**src/rtl/result_bus_arbiter.sv**
```systemverilog
// Round-robin arbiter funnelling execution-unit results onto one registered result/carry broadcast bus.
// Optional macro RESULT_BUS_STATS_EN adds saturating per-unit grant counters and a conflict counter.
module result_bus_arbiter #(
  parameter int UNITS       = 4,
  parameter int RS_ID_WIDTH = 5
) (
  input  logic                         clk,
  input  logic                         rst,
  input  logic [UNITS-1:0]             unit_valid,
  output logic [UNITS-1:0]             unit_ready,
  input  logic [UNITS*RS_ID_WIDTH-1:0] unit_rs_id,
  input  logic [UNITS*5-1:0]           unit_reg_addr,
  input  logic [UNITS*32-1:0]          unit_result,
  input  logic [UNITS-1:0]             unit_ca_write,
  input  logic [UNITS-1:0]             unit_ca,
  input  logic                         bus_stall,
  output logic                         update_op_valid,
  output logic [RS_ID_WIDTH-1:0]       update_op_rs_id_out,
  output logic [31:0]                  update_op_value_out,
  output logic                         update_carry_valid,
  output logic [RS_ID_WIDTH-1:0]       update_carry_rs_id_out,
  output logic [31:0]                  update_carry_value_out,
  output logic [4:0]                   gpr_write_addr
`ifdef RESULT_BUS_STATS_EN
  ,
  output logic [UNITS*16-1:0]          grant_count,
  output logic [15:0]                  conflict_count
`endif
);

  localparam int                PTR_W    = (UNITS > 1) ? $clog2(UNITS) : 1;
  localparam logic [PTR_W:0]    UNITS_W  = (PTR_W+1)'(UNITS);
  localparam logic [PTR_W-1:0]  LAST_IDX = PTR_W'(UNITS - 1);

  logic [PTR_W-1:0]       ptr_q, ptr_d;
  logic                   grant_vld;
  logic [PTR_W-1:0]       grant_idx;
  logic [PTR_W:0]         cand;

  logic [RS_ID_WIDTH-1:0] sel_rs_id;
  logic [4:0]             sel_addr;
  logic [31:0]            sel_result;
  logic                   sel_ca_write;
  logic                   sel_ca;

  logic                   op_valid_q;
  logic                   carry_valid_q;
  logic [RS_ID_WIDTH-1:0] rs_id_q;
  logic [31:0]            value_q;
  logic [4:0]             addr_q;
  logic                   ca_q;

  // NOTE: every variable written in always_comb gets a default first, so no path can infer a latch.
  always_comb begin
    grant_vld = 1'b0;
    grant_idx = '0;
    cand      = '0;
    // Rotating scan: first valid unit at or after ptr, wrapping modulo UNITS.
    for (int k = 0; k < UNITS; k++) begin
      cand = {1'b0, ptr_q} + (PTR_W+1)'(k);
      if (cand >= UNITS_W) cand = cand - UNITS_W;
      if (!grant_vld && unit_valid[cand[PTR_W-1:0]]) begin
        grant_vld = 1'b1;
        grant_idx = cand[PTR_W-1:0];
      end
    end
    if (bus_stall || !rst) grant_vld = 1'b0;
  end

  assign unit_ready = grant_vld ? (UNITS'(1) << grant_idx) : '0;

  always_comb begin
    sel_rs_id    = '0;
    sel_addr     = '0;
    sel_result   = '0;
    sel_ca_write = 1'b0;
    sel_ca       = 1'b0;
    for (int i = 0; i < UNITS; i++) begin
      if (grant_idx == PTR_W'(i)) begin
        sel_rs_id    = unit_rs_id[i*RS_ID_WIDTH +: RS_ID_WIDTH];
        sel_addr     = unit_reg_addr[i*5 +: 5];
        sel_result   = unit_result[i*32 +: 32];
        sel_ca_write = unit_ca_write[i];
        sel_ca       = unit_ca[i];
      end
    end
  end

  always_comb begin
    ptr_d = ptr_q;
    if (grant_vld) ptr_d = (grant_idx == LAST_IDX) ? '0 : grant_idx + PTR_W'(1);
  end

  // NOTE: sequential state uses non-blocking assignments so all registers update from pre-edge values.
  always_ff @(posedge clk) begin
    if (!rst) begin
      ptr_q         <= '0;
      op_valid_q    <= 1'b0;
      carry_valid_q <= 1'b0;
      rs_id_q       <= '0;
      value_q       <= '0;
      addr_q        <= '0;
      ca_q          <= 1'b0;
    end else begin
      ptr_q         <= ptr_d;
      op_valid_q    <= grant_vld;
      carry_valid_q <= grant_vld & sel_ca_write;
      // Data fields hold between transfers; only the valids pulse.
      if (grant_vld) begin
        rs_id_q <= sel_rs_id;
        value_q <= sel_result;
        addr_q  <= sel_addr;
      end
      if (grant_vld && sel_ca_write) ca_q <= sel_ca;
    end
  end

  assign update_op_valid        = op_valid_q;
  assign update_op_rs_id_out    = rs_id_q;
  assign update_op_value_out    = value_q;
  assign gpr_write_addr         = addr_q;
  assign update_carry_valid     = carry_valid_q;
  assign update_carry_rs_id_out = rs_id_q;
  assign update_carry_value_out = {ca_q, 31'b0};

`ifdef RESULT_BUS_STATS_EN
  logic [15:0] grant_cnt_q [UNITS];
  logic [15:0] conflict_q;

  always_ff @(posedge clk) begin
    if (!rst) begin
      for (int i = 0; i < UNITS; i++) grant_cnt_q[i] <= '0;
      conflict_q <= '0;
    end else begin
      for (int i = 0; i < UNITS; i++) begin
        if (grant_vld && grant_idx == PTR_W'(i) && grant_cnt_q[i] != 16'hFFFF)
          grant_cnt_q[i] <= grant_cnt_q[i] + 16'd1;
      end
      if (!bus_stall && $countones(unit_valid) >= 2 && conflict_q != 16'hFFFF)
        conflict_q <= conflict_q + 16'd1;
    end
  end

  for (genvar g = 0; g < UNITS; g++) begin : g_cnt
    assign grant_count[g*16 +: 16] = grant_cnt_q[g];
  end
  assign conflict_count = conflict_q;
`endif

endmodule

```
**config.mk**
```make
export PLATFORM = sky130hd
export DESIGN_NAME = result_bus_arbiter
export DESIGN_NICKNAME = d
export VERILOG_FILES = /design/src/rtl/result_bus_arbiter.sv
export SDC_FILE = /design/constraint.sdc
export NUM_CORES = 1
export LEC_CHECK = 0
export CAP_MARGIN = 20
export CORE_MARGIN = 5
export CORE_UTILIZATION = 33
export CTS_CLUSTER_DIAMETER = 50
export CTS_CLUSTER_SIZE = 40
export DETAILED_ROUTE_END_ITERATION = 10
export PLACE_DENSITY = 0.8
export SLEW_MARGIN = 20
export SYNTH_ARGS = -nofsm -noshare
export SYNTH_HDL_FRONTEND = slang
export SYNTH_SLANG_ARGS = --single-unit
```
**constraint.sdc**
```tcl
create_clock -name clk -period 2.6 [get_ports clk]
set_input_delay 0.39 -clock clk [delete_from_list [all_inputs] [get_ports clk]]
set_output_delay 0.39 -clock clk [all_outputs]
set_load 0.005 [all_outputs]
```
==> key figures, run 1 <==
Clock network
  – Root buffer cell: clkbuf_8
  – Worst-path clk slew: around 0.080 ns
  – H-tree depth: 2
  – Clk sink count: 47
  – Worst skew pair latency: between 0.2 and 0.3 ns
  – CTS Buf Count: 5
  – CTS tree: yes
  – # hold bufs at CTS: 0
  – Worst-case clock buffer depth: 2

Power
  – P_leak: 2.47 nW
  – VDD IR max: 0.223 mV
  – Final Power: roughly 3.1 mW
  – P per Cell Area: ~520 mW/mm^2

Layout
  – Antenna diodes: 0
  – Final Util: about three fifths
  – Share of cells above drive strength 1: roughly a tenth
  – Fillers: approximately 830
  – Post-Layout Cell Count: approximately 790
  – Register area: about 950 um^2
  – Area delta synth->final: 81.3%
  – Nets: ~840
  – Multi-input combinational cell area: around 0.0019 mm^2

Global route
  – Vias in the first global route: roughly 3.9k
  – Antenna violations before repair: 0
  – Total GRT Usage: 20.2%
  – Global-route wire length before repair: between 15000 and 20000 um
  – Pin count of the biggest net entering global routing: a little under 50
  – Total grt overflow: 0

Routing
  – Routed Antenna Nets: 0
  – Post-DR vias/cell: a little over 5
  – Wirelength per Cell: between 15 and 20 um
  – 1st-iter DRT viols: 197
  – Total vias in the final route: about 4k
  – Post-Route WL: about 13000 um
  – Residual DRC count: 0
  – TritonRoute pass-1 iters: 5

STA
  – Fmax: between 300 and 400 MHz
  – Hold Violations, Final: 0
  – Final setup fails: 0
  – Min Tclk post-route: about 2.5 ns
  – Fin worst setup slack: between 0.05 and 0.06 ns
  – Crit share post-route: just under 100%
  – RSZ-0062 raised after global routing: yes
  – Fin. max-slew vios: 0
  – Fin Hold WS: around 0.47 ns
  – Clock skew: 0.00886 ns

Run status
  – Status: completed

Placed design
  – Placer Congestion: about 0.8
  – Post-Place Worst Slack: -0.663 ns
  – Detailed placement HPWL: around 10000 um
  – Placed insts: between 700 and 800
  – Count of input and output buffers: approximately 240

Synthesis
  – Yosys top cell area share: 28.6%
  – Cells after Synth: 428
  – Number of distinct library cells after synthesis: 31
  – Synth Area per Inst: about 7.7 um^2
  – Ranking of synthesized cells by area: dfxtp_1, a21oi_1, buf_4, a221o_1, a221oi_1
  – Register area share after synthesis: approximately 29%
  – Cell area after synthesis: between 0.003 and 0.004 mm^2
  – Area leader, netlist: dfxtp_1
  – Number of flops mapped to enable cells by yosys: 0
  – Ys flop type: dfxtp_1
  – FF+latch count, synth: 47
  – Ys async rst share: 0%
  – Ys Warns: 0

Critical path
  – Max incr delay on CP: about 0.29 ns
  – Worst path required time: about 2.2 ns
  – WS Path Type: in -> out
  – Buf+Inv Stages, Crit Path: 6
  – Critical path's top delay family: buffers and inverters
  – CP max FO: 3
  – Setup crit end kind: output port
  – CP Cell Sequence: dlygate4sd2_1 > inv_2 > o22ai_1 > a221oi_2 > buf_4 > buf_4 > nand2_2 > ha_4 > buf_4 > and2_1 > dlygate4sd2_1
  – Top cell by count, worst path: buf_4
  – Crit-path slowest cell: a221oi_2
  – Worst Path Arrival: around 2.2 ns
  – Startpoint types: input pin

Job
  – Max-Cap Viols: 0

Floorplan
  – Row count: 36
  – Die Area: 0.0121 mm^2
  – # IOs: approximately 270
  – Die Ht: 110 um
  – Effective utilization at floorplan: about a third
  – Core region area: 0.00973 mm^2
  – Die width: 110 um

Hold path
  – Hold crit path type: reg -> reg
[flip-flops by register name, indices dropped and copies added (netlist names)]
name                    flops
update_op_valid             1
ptr_q                       2
gpr_write_addr              5
ca_q                        1
update_carry_rs_id_out      5
update_op_value_out        32
update_carry_valid          1
[where the power goes]
part	switching [mW]	internal, mW	total, mW
Sequential	0.0529	0.807	0.860
Combinational	0.769	1.02	1.79
Clock	0.235	0.243	0.478
[final cells by class]
| type | count | share of cell area [%] |
|---|---|---|
| well taps | 133 | 2.79 |
| inverters | 46 | 2.89 |
| multi-input cells | 284 | 31.3 |
| repair buffers | 271 | 45.5 |
| flip-flops and latches | 47 | 15.9 |
| clock buffers | 8 | 1.68 |
[layer usage]
layer | up-vias | global-route usage, % | share of wire, %
met5 | - | 0 | 0
met4 | 0 | 5.16 | 1.5
met3 | 18 | 6.34 | 11
met2 | 205 | 37.7 | 51
met1 | 1867 | 21.7 | 36
li1 | 1951 | - | -
[cells in the mapped netlist, drive strengths merged, types with 2 or more instances]
library cell / number
dfxtp: 47
nand2: 28
a211o: 20
nor2b: 4
a22oi: 22
a21oi: 68
buf: 63
mux2i: 2
inv: 46
clkbuf: 19
a221oi: 21
a221o: 21
nand2b: 2
a22o: 2
and2: 5
a31oi: 20
o21ai: 25
ha: 4
[through the flow]
step	instance area (um^2)	TNS, ns
final	5960	0
after global routing	5960	-0.0443
after CTS	5940	-0.0277
after detailed placement	5680	-23.28
after global placement	5680	-17.57
after floorplan	3400	0
[worst paths after layout]
path,start,endpoint,slack (ns),cells past startpoint
max,unit_valid[2],unit_ready[0],0.05,11
min reg2reg,ca_q,ca_q,0.47,2
min,ca_q,ca_q,0.47,2
max reg2reg,ptr_q[0],update_carry_rs_id_out[0],0.12,13
[cells in the final DEF, fill, tap and decap left out, types with 2 or more instances in the layout]
| cell type | count |
|---|---|
| ha_2 | 2 |
| conb_1 | 31 |
| dfxtp_1 | 45 |
| ha_4 | 2 |
| nor2b_1 | 3 |
| a22oi_1 | 22 |
| a211o_1 | 20 |
| a21oi_1 | 68 |
| inv_1 | 44 |
| clkbuf_8 | 7 |
| nand2_1 | 27 |
| a31oi_1 | 20 |
| mux2i_1 | 2 |
| o21ai_0 | 24 |
| clkdlybuf4s50_1 | 227 |
| a22o_1 | 2 |
| dlygate4sd2_1 | 5 |
| a221oi_2 | 2 |
| and2_1 | 4 |
| a221o_1 | 21 |
| buf_12 | 6 |
| buf_4 | 28 |
| inv_2 | 2 |
| nor2b_4 | 2 |
| a221oi_1 | 19 |
[cells by family after synthesis]
group           count (synthesis)  synth area share, %
buf+inv                       128                 20.8
mux                             2                0.608
other cells                     1                0.114
flops                          47                 28.6
simple gates                   41                 5.55
compound gates                205                 42.9
fa+ha+maj                       4                 1.52
[worst reg2reg max path, stage by stage, from the launching register on]
cell,delay [ns]
dfxtp_4,0.38
nand2b_4,0.13
a21oi_1,0.07
a221oi_2,0.23
buf_4,0.17
buf_4,0.10
nand2_2,0.07
buf_4,0.15
ha_2,0.19
buf_4,0.16
buf_4,0.18
a221o_1,0.27
a22oi_1,0.18
a21oi_1,0.10
[what timing repair did]
action | 4_1_cts | 5_1_grt
setup endpoints to repair | 48 | 21
buffers inserted | 8 | 1
resized for setup | 22 | 9
pin swaps | 2 | 2
gates cloned | 2 | 0
Power figures use the tool's default switching activity.
==> run 2: changes to the inputs <==
CAP_MARGIN = 10   (was 20)
==> results of run 2 <==
Same layout as run 1: the final DEF is identical, and so are final timing and power.
==> run 3: changes to the inputs <==
REMOVE_ABC_BUFFERS = 1   (was default)
==> run 3 against run 2 <==
Compared with the run above:
- count of clock-buffer cells in the layout unchanged
- maximum frequency rose by 0.89%
- global-route usage decreased by 0.37 points
- critical endpoint unchanged
==> key figures, run 3 (synthesized netlist as in run 1, its figures left out) <==
Run status
  – Status: completed

STA
  – Final setup fails: 0 (unchanged)
  – Clock skew: 0.00644 ns (-0.00242 ns)
  – Fmax: 396 MHz (+0.89%)
  – Min Tclk post-route: 2.52 ns (-0.0224 ns)
  – Crit share post-route: 97.1% (-0.86 points)
  – Fin. max-slew vios: 0 (unchanged)
  – Hold Violations, Final: 0 (unchanged)
  – Fin Hold WS: 0.489 ns (+0.0229 ns)
  – Fin worst setup slack: 0.0755 ns (+0.0224 ns)

Placed design
  – Count of input and output buffers: 236 (unchanged)
  – Placed instance area: 0.00566 mm^2 (-0.35%)
  – Placer Congestion: 0.821 (+0.75%)
  – Post-Place Worst Slack: -0.414 ns (+0.249 ns)
  – Detailed placement HPWL: 10000 um (-1.7%)

Floorplan
  – # IOs: 268 (unchanged)
  – Core region area: 0.00973 mm^2 (unchanged)
  – Die Ht: 110 um (unchanged)
  – Die width: 110 um (unchanged)
  – Row count: 36 (unchanged)
  – Die Area: 0.0121 mm^2 (unchanged)
  – Effective utilization at floorplan: 33.8% (unchanged)

Critical path
  – WS Path Type: in -> out
  – Critical path's top delay family: buffers and inverters
  – Crit-path slowest cell: clkdlybuf4s50_1
  – Startpoint types: input pin
  – CP max FO: 3 (unchanged)
  – CP Cell Sequence: dlygate4sd2_1 > inv_1 > o22ai_1 > a221oi_2 > nand2_2 > ha_4 > and2_1 > clkdlybuf4s50_1
  – Worst Path Arrival: 2.13 ns (-0.03 ns)
  – Buf+Inv Stages, Crit Path: 3 (-3)
  – Max incr delay on CP: 0.44 ns (+0.15 ns)
  – Worst path required time: 2.21 ns (about the same)
  – Setup crit end kind: output port

Routing
  – Total vias in the final route: 3997 (-1.1%)
  – Routed Antenna Nets: 0 (unchanged)
  – Residual DRC count: 0 (unchanged)
  – Post-DR vias/cell: 5.12 (about the same)
  – Post-Route WL: 12900 um (-3.8%)
  – TritonRoute pass-1 iters: 4 (-1)
  – Wirelength per Cell: 16.6 um (-2.7%)
  – 1st-iter DRT viols: 216 (+9.6%)

Clock network
  – Worst skew pair latency: 0.29 ns (about the same)
  – Worst-path clk slew: 0.08 ns (about the same)
  – CTS Buf Count: 5 (unchanged)
  – Worst-case clock buffer depth: 2 (unchanged)
  – Root buffer cell: clkbuf_8
  – Clk sink count: 47 (unchanged)
  – # hold bufs at CTS: 0 (unchanged)
  – H-tree depth: 2 (unchanged)
  – CTS tree: yes

Layout
  – Area delta synth->final: 77.6%
  – Nets: 833 (-1.1%)
  – Max FFs per register: 32 (unchanged)
  – Post-layout instance area: 0.00585 mm^2 (-2.0%)
  – Most common cell after layout, fill and taps aside: clkdlybuf4s50_1
  – Fillers: 866 (+4.0%)
  – Share of cells above drive strength 1: 8.04% (-1.4 points)
  – Antenna diodes: 0 (unchanged)
  – Most frequent cells in the layout: clkdlybuf4s50_1, a21oi_1, inv_1, dfxtp_1, conb_1

Power
  – P per Cell Area: 512 mW/mm^2 (-2.4%)
  – P_int: 1.99 mW (-4.1%)
  – Comb power frac: 55.0% (-2.2 points)
  – P_leak: 2.41 nW (-2.6%)
  – Flop pwr share: 28.6% (+1.1 points)
  – Net Switching: 1.01 mW (-4.7%)
  – VDD IR max: 0.278 mV (+25%)
  – Switching power share of the total: 33.6% (-0.13 points)
  – Clk pwr share: 16.3% (+1.0 points)

Global route
  – Global-route wire length before repair: 19000 um (-1.4%)
  – Vias in the first global route: 3933 (-0.13%)
  – Total grt overflow: 0 (unchanged)
  – Total GRT Usage: 19.8% (-0.37 points)
  – Pin count of the biggest net entering global routing: 47 (-4.1%)
  – Antenna violations before repair: 0 (unchanged)

Job
  – Max-Cap Viols: 0 (unchanged)

Hold path
  – Hold crit path type: reg -> reg
[run 3: cell count changes in the layout (fill, tap and decap cells not counted), sizes merged]
cell	change
buf	-7
bufbuf	-1
clkbuf	-1
clkdlybuf4s50	+1
clkdlybuf4s15	-1
nor2b	-1
dlygate4sd2	+1
[run 3: what timing repair did]
item / in CTS / in global routing
setup buffers: 2 / 1
gates resized for setup: 14 / 7
endpoints found under the setup margin: 27 / 10
pin swaps: 5 / 1
[run 3: layout make-up]
| class | count | area, um^2 | area share [%] |
|---|---|---|---|
| Sequential cell | 47 | 946 | 16.2 |
| Multi-Input combinational cell | 283 | 1860 | 31.7 |
| Tap cell | 133 | 166 | 2.85 |
| Inverter | 46 | 173 | 2.95 |
| Clock buffer | 8 | 100 | 1.71 |
| Timing Repair Buffer | 263 | 2610 | 44.6 |
[run 3: through the flow]
| stage | cells | power (mW) | utilization [%] | setup TNS, ns |
|---|---|---|---|---|
| final | 780 | 2.99 | 60.1 | 0 |
| after CTS | 779 | 3.00 | 59.5 | 0 |
| after detailed placement | 769 | 2.47 | 58.2 | -15.39 |
| after floorplan | 376 | 1.67 | - | -59.72 |
| after global routing | 780 | 3.22 | 60.1 | -0.0264 |
| after global placement | 769 | 2.43 | 58.2 | -12.27 |
[run 3: metal layers]
metal	part of all wire, %	vias to the layer above	wire length, um	GRT usage [%]
met5	0	-	0	0
met3	9.7	14	1260	5.70
met2	51	185	6630	37.6
li1	-	1931	-	-
met4	1.7	0	217	5.79
met1	37	1867	4810	20.9
[run 3: worst paths after layout]
path	start	endpoint	slack [ns]	depth (start not counted)
worst max-delay path	unit_valid[0]	unit_ready[0]	0.08	8
worst min-delay path	ca_q	ca_q	0.49	2
worst max register to register	ptr_q[0]	update_op_value_out[28]	0.21	12
worst min register to register	ca_q	ca_q	0.49	2
[run 3: tightest hold or removal path, stage by stage, from the launching register on]
cell and delay (ns):
dfxtp_1 0.33, nand2_1 0.06, mux2i_1 0.06
[run 3: power by group through the flow]
stage,registers [mW],logic [mW],clock network [mW]
after floorplan,0.874,0.796,0
after global placement,0.866,1.57,0
after detailed placement,0.871,1.60,0
after CTS,0.857,1.63,0.513
after global routing,0.871,1.81,0.545
final,0.857,1.65,0.489
